<file path="src/rtl/led_pattern_engine_if.sv">
// ---------------------------------------------------------------------------
// led_pattern_engine_if
// Bundles the status/mode/hold inputs and the LED/busy/wrap outputs of the
// LED pattern engine. The controller side uses the master modport. The engine
// side uses the slave modport.
// ---------------------------------------------------------------------------
interface led_pattern_engine_if #(
    parameter int WIDTH = 16
);
    logic [3:0]       sta;    // status code from the controller
    logic [1:0]       mode;   // 0 breathe, 1 chase, 2 blink, 3 bounce
    logic             hold;   // freezes the running pattern while high
    logic [WIDTH-1:0] led;    // LED drive, bit WIDTH-1 is leftmost
    logic             busy;   // display active
    logic             wrap;   // one-cycle pulse at the end of a pattern period

    modport master (
        output sta, mode, hold,
        input  led, busy, wrap
    );

    modport slave (
        input  sta, mode, hold,
        output led, busy, wrap
    );
endinterface

</file>
<file path="src/rtl/led_pattern_engine.sv">
// ---------------------------------------------------------------------------
// led_pattern_engine
// Drives a row of WIDTH LEDs with one of four animated patterns while the
// controller status code is one of the alarm codes. A prescaler divides clk
// down to one pattern step every DIV cycles. The display is blanked and
// restarted whenever it goes inactive or the pattern selection changes.
//
// Priority on each edge: inactive > mode change > hold > tick.
// ---------------------------------------------------------------------------
module led_pattern_engine #(
    parameter int          WIDTH      = 16,          // LED count, even, >= 4
    parameter int          DIV        = 25000000,    // clk cycles per step, >= 1
    parameter logic [15:0] ALARM_MASK = 16'h01C0     // status codes that light the display
) (
    input  logic               clk,
    input  logic               rst_n,
    led_pattern_engine_if.slave bus
);

    typedef enum logic [1:0] {
        MODE_BREATHE = 2'd0,
        MODE_CHASE   = 2'd1,
        MODE_BLINK   = 2'd2,
        MODE_BOUNCE  = 2'd3
    } mode_e;

    // The longest period (bounce) is 2*WIDTH-2 steps.
    localparam int SW = $clog2(2 * WIDTH - 2);
    // A one-cycle prescaler still needs one bit to exist.
    localparam int PW = (DIV > 1) ? $clog2(DIV) : 1;

    localparam logic [PW-1:0]    PRESC_MAX = PW'(DIV - 1);
    localparam logic [WIDTH-1:0] LED_ONE   = WIDTH'(1);
    localparam int               HALF      = WIDTH / 2;

    // -----------------------------------------------------------------------
    // Pattern lookup: LED image for a given pattern and step index.
    // Shifts are used instead of variable bit selects to keep the index
    // arithmetic in plain integers.
    // -----------------------------------------------------------------------
    function automatic logic [WIDTH-1:0] pattern(input mode_e m, input logic [SW-1:0] k);
        logic [WIDTH-1:0] v;
        int               kk;
        int               n;
        v  = '0;
        kk = int'(k);
        n  = 0;
        case (m)
            MODE_BREATHE: begin
                // n = number of lit bits on each side of the centre line.
                if (kk < HALF)
                    n = kk + 1;
                else if (kk <= WIDTH - 2)
                    n = WIDTH - 1 - kk;
                else
                    n = 0;
                // 2n contiguous ones, shifted so they straddle the centre.
                v = ((LED_ONE << (2 * n)) - LED_ONE) << (HALF - n);
            end
            MODE_CHASE: begin
                if (kk < WIDTH)
                    v = LED_ONE << (WIDTH - 1 - kk);
            end
            MODE_BLINK: begin
                v = (kk == 0) ? '1 : '0;
            end
            MODE_BOUNCE: begin
                // Sweep left-to-right, then come back without repeating the ends.
                if (kk < WIDTH)
                    v = LED_ONE << (WIDTH - 1 - kk);
                else if (kk < 2 * WIDTH - 2)
                    v = LED_ONE << (kk - WIDTH + 1);
            end
            default: v = '0;
        endcase
        return v;
    endfunction

    // Last step index of each pattern, i.e. period minus one.
    function automatic logic [SW-1:0] last_step(input mode_e m);
        logic [SW-1:0] s;
        case (m)
            MODE_BREATHE: s = SW'(WIDTH - 1);
            MODE_CHASE:   s = SW'(WIDTH - 1);
            MODE_BLINK:   s = SW'(1);
            MODE_BOUNCE:  s = SW'(2 * WIDTH - 3);
            default:      s = '0;
        endcase
        return s;
    endfunction

    // -----------------------------------------------------------------------
    // State
    // -----------------------------------------------------------------------
    logic             r_active;
    mode_e            r_mode;
    logic [SW-1:0]    r_step;
    logic [PW-1:0]    r_presc;
    logic [WIDTH-1:0] r_led;
    logic             r_wrap;

    logic             w_tick;
    logic             w_last;
    logic             w_mode_change;
    logic [WIDTH-1:0] w_pattern;

    assign w_tick        = (r_presc == PRESC_MAX);
    assign w_last        = (r_step >= last_step(r_mode));
    assign w_mode_change = (bus.mode != r_mode);
    assign w_pattern     = pattern(r_mode, r_step);

    // Register the activity flag, mode, prescaler, step and LED image.
    // NOTE: every register here uses <= so all of them update from the same
    // pre-edge values. Blocking assignments would let later lines see
    // already-updated state.
    always_ff @(posedge clk or negedge rst_n) begin
        if (!rst_n) begin
            r_active <= 1'b0;
            r_mode   <= MODE_BREATHE;
            r_step   <= '0;
            r_presc  <= '0;
            r_led    <= '0;
            r_wrap   <= 1'b0;
        end else begin
            r_active <= ALARM_MASK[bus.sta];
            r_mode   <= mode_e'(bus.mode);
            r_wrap   <= 1'b0;

            if (!r_active) begin
                // Display off: abandon any pattern in progress.
                r_led   <= '0;
                r_step  <= '0;
                r_presc <= '0;
            end else if (w_mode_change) begin
                // New pattern starts from step 0 after a full prescaler period.
                r_led   <= '0;
                r_step  <= '0;
                r_presc <= '0;
            end else if (bus.hold) begin
                // Frozen: prescaler, step and LEDs keep their values.
            end else if (w_tick) begin
                r_led   <= w_pattern;
                r_presc <= '0;
                r_wrap  <= w_last;
                r_step  <= w_last ? '0 : r_step + SW'(1);
            end else begin
                r_presc <= r_presc + PW'(1);
            end
        end
    end

    assign bus.led  = r_led;
    assign bus.busy = r_active;
    assign bus.wrap = r_wrap;

endmodule

</file>
<file path="src/flat_wrapper.sv">
// flat-port wrapper written by rule: the top's interface ports become plain ports
module led_pattern_engine_flat 
#(
    parameter int          WIDTH      = 16,                                  
    parameter int          DIV        = 25000000,                                
    parameter logic [15:0] ALARM_MASK = 16'h01C0                                           
)
  (clk, rst_n, bus_sta, bus_mode, bus_hold, bus_led, bus_busy, bus_wrap);
  led_pattern_engine_if #(.WIDTH(WIDTH)) bus_i ();
  input  logic clk;
  input  logic rst_n;
  input wire logic [$bits(bus_i.sta)-1:0] bus_sta;
  input wire logic [$bits(bus_i.mode)-1:0] bus_mode;
  input wire logic [$bits(bus_i.hold)-1:0] bus_hold;
  output wire logic [$bits(bus_i.led)-1:0] bus_led;
  output wire logic [$bits(bus_i.busy)-1:0] bus_busy;
  output wire logic [$bits(bus_i.wrap)-1:0] bus_wrap;
  assign bus_i.sta = bus_sta;
  assign bus_i.mode = bus_mode;
  assign bus_i.hold = bus_hold;
  assign bus_led = bus_i.led;
  assign bus_busy = bus_i.busy;
  assign bus_wrap = bus_i.wrap;
  led_pattern_engine #(.WIDTH(WIDTH), .DIV(DIV), .ALARM_MASK(ALARM_MASK)) u_core (.clk(clk), .rst_n(rst_n), .bus(bus_i));
endmodule
</file>
<file path="config.mk">
export PLATFORM = sky130hd
export DESIGN_NAME = led_pattern_engine_flat
export DESIGN_NICKNAME = d
export VERILOG_FILES = /design/src/rtl/led_pattern_engine_if.sv /design/src/rtl/led_pattern_engine.sv /design/src/flat_wrapper.sv
export SDC_FILE = /design/constraint.sdc
export NUM_CORES = 1
export LEC_CHECK = 0
export ABC_AREA = 1
export BUFFER_PORTS_ARGS = -buffer_cell sky130_fd_sc_hd__buf_2
export CAP_MARGIN = 30
export CORE_ASPECT_RATIO = 1.5
export CORE_MARGIN = 2
export CORE_UTILIZATION = 60
export DETAILED_ROUTE_END_ITERATION = 8
export PLACE_DENSITY = 0.85
export SYNTH_ARGS = -nofsm -noshare
export SYNTH_HDL_FRONTEND = slang
export SYNTH_SLANG_ARGS = --single-unit
</file>
<file path="constraint.sdc">
create_clock -name clk -period 5 [get_ports clk]
set_input_delay 0 -clock clk [delete_from_list [all_inputs] [get_ports clk]]
set_output_delay 0 -clock clk [all_outputs]
set_load 0.01 [all_outputs]
</file>
After elaboration in Yosys (flattened, before gate mapping)
Memories as Yosys holds them, arrays and structs flattened. A register that Yosys moved wholly into a read port is not among the register bits.
Cells that the tools add are included.
- flip-flop bits (word level): 49
- ROM bits: 16
- bits of input ports: 9
- output and inout port bits: 18
- word-level logic and storage cells: 61
- memories: 1
- memory list (memory ; depth ; bits a word ; read ports ; clocked after Yosys merged registers in ; wr ports ; RTL line ; source):
    (no name shown) ; 16 ; 1 ; 1 ; 1 ; 0 ; led_pattern_engine.sv:125 ; r_active <= ALARM_MASK[bus.sta];
- $add $sub $neg: 8
- order comparisons: 5
- equality and inequality tests: 7
- shift operators: 4
- multiplexer cells: 26
- reductions and logical operators: 5
- operators by type and width (operator ; number):
    16-bit two-way mux ; 8
    25-bit two-way mux ; 4
    32-bit two-way mux ; 3
    1-bit by 32-bit left shift with 16-bit output, first input constant ; 3
    16-bit one-hot mux with 4 select lines ; 1
    32-bit by 2-bit adder with 32-bit output, second input constant ; 1
    16-bit by 32-bit left shift with 16-bit output ; 1
    5-bit by 32-bit subtractor with 32-bit output, first input constant ; 1
    25-bit by 1-bit adder with 25-bit output, second input constant ; 1
    25-bit equality test, second input constant ; 1
    5-bit two-way mux ; 5
    16-bit by 1-bit subtractor with 16-bit output, second input constant ; 1
    5-bit one-hot mux with 3 select lines ; 1
    5-bit < comparator, second input constant ; 2
    5-bit by 1-bit adder with 6-bit output, second input constant ; 1
    3-bit != test, second input constant ; 2
    4-bit by 5-bit subtractor with 6-bit output, first input constant ; 1
    5-bit by 5-bit subtractor with 6-bit output, second input constant ; 1
    5-bit by 1-bit adder with 5-bit output, second input constant ; 1
    5-bit >= comparator ; 1
    5-bit by 4-bit less-or-equal comparator with 1-bit output, second input constant ; 1
    5-bit logical NOT ; 1
    5-bit by 4-bit < comparator with 1-bit output, second input constant ; 1
    2-bit equality test, second input constant ; 2
    7 further kinds ; 10

Depth between registers and ports, before layout
- depth in word-level cells: 12
- mapped depth: 28
- gate-level depth less buffers: 27

Worst setup path after synthesis
Ideal clock, no wire load.
- kind: register -> register
- from: reg u_core.r_step[0]
- to: reg u_core.r_led[14] (netlist: u_core.bus.led[14])
- library setup time: 66 ps
- arrival time: 3377 ps
- required time: 4934 ps
- setup slack: 1558 ps
- cell stages (with the launch flop): 28
- buffers on the path: 2
- period minus slack after synthesis: 3442 ps
- path through: dfrtp_1 > inv_1 > ha_1 > inv_1 > nand4_1 > nand2_1 > buf_4 > buf_2 > ha_1 > nand3_2 > a21oi_4 > inv_1 > ha_1 > nand2_1 > inv_1 > nand2_1 > nor3_1 > nand2_1 > nor2_4 > nand3_2 > nand2_1 > o21ai_1 > or2_1 > nand3_1 > nand2_1 > nand2_1 > nand2_1 > nand2_1
- longest elaborated chain between the ends: 12
- elaborated cells on any way between the ends: 27
- classes of those cells: add/sub: 6; order compare: 4; shift: 4; mux: 12; reduce/logical: 1
- ends and longest elaborated chain (what ; RTL line ; source):
    start: declaration ; led_pattern_engine.sv:97 ; logic [SW-1:0] r_step;
    start signal: assignment ; led_pattern_engine.sv:145 ; r_step <= w_last ? '0 : r_step + SW'(1);
    4-bit by 5-bit subtractor with 6-bit output / 5-bit by 4-bit less-or-equal comparator with 1-bit output (equally long branches) ; n/a ;
    32-bit two-way mux ; led_pattern_engine.sv:53 ; else if (kk <= WIDTH - 2)
    32-bit two-way mux ; led_pattern_engine.sv:51 ; if (kk < HALF)
    32-bit two-way mux ; led_pattern_engine.sv:48 ; case (m)
    1-bit by 32-bit left shift with 16-bit output ; led_pattern_engine.sv:58 ; v = ((LED_ONE << (2 * n)) - LED_ONE) << (HALF - n);
    16-bit by 1-bit subtractor with 16-bit output ; led_pattern_engine.sv:58 ;
    16-bit by 32-bit left shift with 16-bit output ; led_pattern_engine.sv:58 ;
    16-bit one-hot mux with 4 select lines (*) ; led_pattern_engine.sv:48 ;
    16-bit two-way mux (*) ; led_pattern_engine.sv:141 ; end else if (w_tick) begin
    16-bit two-way mux (*) ; led_pattern_engine.sv:139 ; end else if (bus.hold) begin
    16-bit two-way mux (*) ; led_pattern_engine.sv:134 ; end else if (w_mode_change) begin
    16-bit two-way mux (*) ; led_pattern_engine.sv:129 ; if (!r_active) begin
    end signal: assignment ; led_pattern_engine.sv:142 ; r_led <= w_pattern;
    end: declaration ; led_pattern_engine.sv:99 ; logic [WIDTH-1:0] r_led;
Mark *: on every way between the ends. The rest lies on a longest branch, timed or not. The select of a mux whose other input is x is not followed.
A chain may end at the register's enable or synchronous reset.

Final worst setup path
- from: reg u_core.r_step[0]
- to: reg u_core.r_led[9] (netlist: u_core.bus.led[9])
The elaborated chain is that of the path after synthesis.

==> impl_metrics.py <==
metrics = {
    "timing": {
        "skew_ps": 8.657,
        "slew_headroom_pct": 50.22,
        "rsz0062_at_grt": "false",
        "final.period_utilization_pct": 83.29,
        "fmax_mhz": 240.1,
        "fin_tns_setup_ps": 0,
        "drv_slew": 0,
        "tightest_slew_ps": 740.9,
        "hold_viol_final": 0,
        "setup_violations": 0,
        "min_period_ps": 4164,
    },
    "cts": {
        "clk_latency_ps": 320,
        "ctsLongestPathBuffers": 2,
        "cts_tree": "done",
        "cts_setup_buffers": 0,
        "clkSinkCount": 50,
        "htree_levels": 2,
        "cts.clk_slew.worst_paths_ps": 90,
        "cts_hold_buf": 6,
        "cts-resized-gates": 0,
        "cts-buffers-inserted": 5,
        "ctsRootBufferMaster": "clkbuf_8",
    },
    "worst_setup_path": {
        "critical_path_arrival_ps": 4430,
        "path_class": "reg -> reg",
        "crit_buf_inv": 4,
        "start_kind": "flip-flop",
        "reg2regPathDepth": 24,
        "critPathRequiredTime_ps": 5260,
        "endpoint_kind": "flip-flop",
        "slowest_delay_ps": 500,
        "path_delay_family": "simple AND/OR/NAND/NOR gates",
        "cpMaxStageDelayCell": "nand2_1",
        "reg2reg_from": "u_core.r_step[0]",
        "reg2reg_to": "u_core.bus.led[9]",
        "critPathMaxFanout": 20,
        "crit_path_cell_trace": "inv_1, ha_1, inv_1, nand4_1, nand2_1, ha_1, nand3_2, a21oi_4, inv_1, ha_1, nand2_1, inv_1, nand2_1, nor3_1, nand3_1, nor2_4, nand4_1, nand3_1, nand2_1, nand2_1, nand3_1, nand2_1, nand3_1, nand2_1",
        "reg2reg_slack_ps": 840,
        "crit_top_cell": "nand2_1",
    },
    "yosys": {
        "ys_seq_elements": 50,
        "synth_cells": 666,
        "synth_top_flop_cell": "dfrtp_1",
        "synth_enable_flop_cells": 0,
        "synth_cell_types": 50,
        "synth_area_sq_um": 4345,
        "yosysSeqAreaShare_pct": 28.79,
        "ys_warn_count": 0,
        "synth.avg_cell_area_sq_um": 6.525,
        "async_flop_share_pct": 100.0,
    },
    "place": {
        "dp_hpwl_um": 9327,
        "portBuffers": 26,
        "gp_congestion": 0.9548,
    },
    "drt": {
        "drt-total-wl_um": 12220,
        "via_per_inst": 6.010,
        "routed-via-count": 4670,
        "wire_per_inst_um": 15.73,
        "antenna_left": 0,
        "drc_errors": 0,
        "dr.pass1.iters": 5,
        "drt_iter0_markers": 327,
    },
    "floorplan": {
        "io_pins": 27,
        "die_w_um": 73.49,
        "num_rows": 38,
        "die_y_um": 108.2,
        "die-area_sq_um": 7953,
        "core_area_sq_um": 7132,
        "start_util_pct": 60.93,
    },
    "layout": {
        "finish.net_count": 729,
        "fillers": 637,
        "drive_gt1_share_pct": 10.19,
        "syn2layout_area_growth_pct": 8.292,
        "fin_util_pct": 65.98,
        "insertedDiodeCount": 0,
    },
    "power": {
        "combPwrFrac_pct": 7.8,
        "seqPwrFrac_pct": 54.2,
        "power.total_mw": 0.7534,
        "p_leak_nw": 2.244,
        "p_sw_share_pct": 24.12,
        "vdd_drop_max_v": 0.0001605,
        "power.switching_mw": 0.1817,
        "clockPowerShare_pct": 38.0,
        "p_int_mw": 0.5717,
        "power_density_nw_per_um2": 160.1,
    },
    "global_route": {
        "antenna_found_initial": 0,
        "grt.total_usage_pct": 32.85,
        "grt_pass1_vias": 4630,
        "grt_overflow": 0,
        "grt_max_degree": 51,
        "grt_pass1_wl_um": 20710,
    },
    "outcome": {
        "status": "complete, no violations",
    },
    "hold_path": {
        "worstHoldPathType": "in -> async",
    },
    "run": {
        "cap_violations": 0,
    },
}
[kinds of logic (layout without fill, tap and decap cells)]
logic type                 Yosys count  count (layout)  synth area share (%)
DFF                                 50              50                 28.79
adders and majority gates           23              23                 6.623
buffers and inverters               97             121                 8.782
xor gates and xnor gates             2               2                0.4032
and+or+nand+nor                    394             394                 41.58
AOI/OAI and AO/OA                   99              99                 13.73
other                                1               8               0.08630
[sequential cells by signal (all words and copies together) (netlist names)]
register,flops
u_core.bus.wrap,1
u_core.bus.busy,1
u_core.r_presc,25
u_core.r_step,5
u_core.r_mode,2
u_core.bus.led,16
[tightest hold or removal path: cells and delay by family]
| kind | cells | cell delay, ps |
|---|---|---|
| buffers and inverters | 3 | 1110 |
[per-layer routing]
| layer | global-route usage (%) | wire length, um | vias up | part of all wire [%] |
|---|---|---|---|---|
| li1 | - | - | 2299 | - |
| met2 | 61.22 | 6601 | 177 | 54 |
| met4 | 17.14 | 511 | 0 | 4.2 |
| met1 | 35.64 | 4518 | 2155 | 37 |
| met5 | 0 | 0 | - | 0 |
| met3 | 2.610 | 590 | 39 | 4.8 |
[placed cells by master (no fill, tap or decap), drive strengths merged, types with 2 or more instances in the layout]
master | netlist | layout
nand2 | 187 | 187
inv | 79 | 79
nor2 | 78 | 78
nand3 | 67 | 67
dfrtp | 50 | 50
o21ai | 39 | 39
nor3 | 30 | 30
a21oi | 28 | 28
buf | 9 | 28
ha | 23 | 23
nand4 | 18 | 18
nor4 | 9 | 9
conb | 1 | 8
a221oi | 6 | 6
dlygate4sd3 | 0 | 6
a211oi | 5 | 5
clkbuf | 8 | 5
o22ai | 4 | 4
a31oi | 3 | 3
or2 | 3 | 3
o211ai | 2 | 2
o21a | 2 | 2
a22oi | 2 | 2
clkinv | 1 | 2
[cell type report]
class                           instances  area [sq um]  share of cell area, %
Tap cell                               80         100.1                  2.127
Timing Repair Buffer                   34         205.2                  4.361
Inverter                               80         302.8                  6.434
Clock inverter                          2         38.79                 0.8242
Sequential cell                        50          1251                  26.59
Clock buffer                            5         68.82                  1.462
Multi-Input combinational cell        526          2739                  58.20
[synthesized netlist by cell type (all sizes together), types with 8 or more instances]
cell type    n  area, sq um
a21oi       28        151.4
buf          9        48.79
clkbuf       8        30.03
dfrtp       50         1251
ha          23        287.8
inv         79        299.0
nand2      187        729.4
nand3       67        360.4
nand4       18        112.6
nor2        78        350.3
nor3        30        165.2
nor4         9        56.30
o21ai       39        198.9
[worst max path at each step]
stage / start / endpoint / depth (start not counted)
final: u_core.r_step[0] / u_core.bus.led[9] / 24
after global routing: u_core.r_step[0] / u_core.bus.led[12] / 25
after CTS: u_core.r_step[0] / u_core.bus.led[10] / 25
after detailed placement: u_core.r_step[0] / u_core.bus.led[9] / 24
after global placement: u_core.r_step[0] / u_core.bus.led[9] / 24
after floorplan: u_core.r_step[0] / u_core.bus.led[14] / 27
[power by group through the flow]
| stage | Clock (mW) | Combinational, mW | Sequential (mW) |
|---|---|---|---|
| after floorplan | 0 | 0.0309 | 0.416 |
| after global placement | 0 | 0.0519 | 0.416 |
| after detailed placement | 0 | 0.0537 | 0.416 |
| after CTS | 0.287 | 0.0578 | 0.408 |
| after global routing | 0.309 | 0.0663 | 0.408 |
| final | 0.287 | 0.0586 | 0.408 |
[per-stage QoR]
stage / cells / setup slack (ps) / cell area (sq um) / hold slack [ps]
2_1_floorplan: 673 / 1558 / 4372 / -295.6
3_3_place_gp: 764 / 1082 / 4538 / 131.3
3_5_place_dp: 764 / 925.9 / 4538 / 137.6
4_1_cts: 777 / 914.1 / 4706 / 336.5
5_1_grt: 777 / 363.3 / 4706 / 373.0
6_report: 777 / 835.7 / 4706 / 311.4
Note: power is estimated with default switching activity, not from simulation.
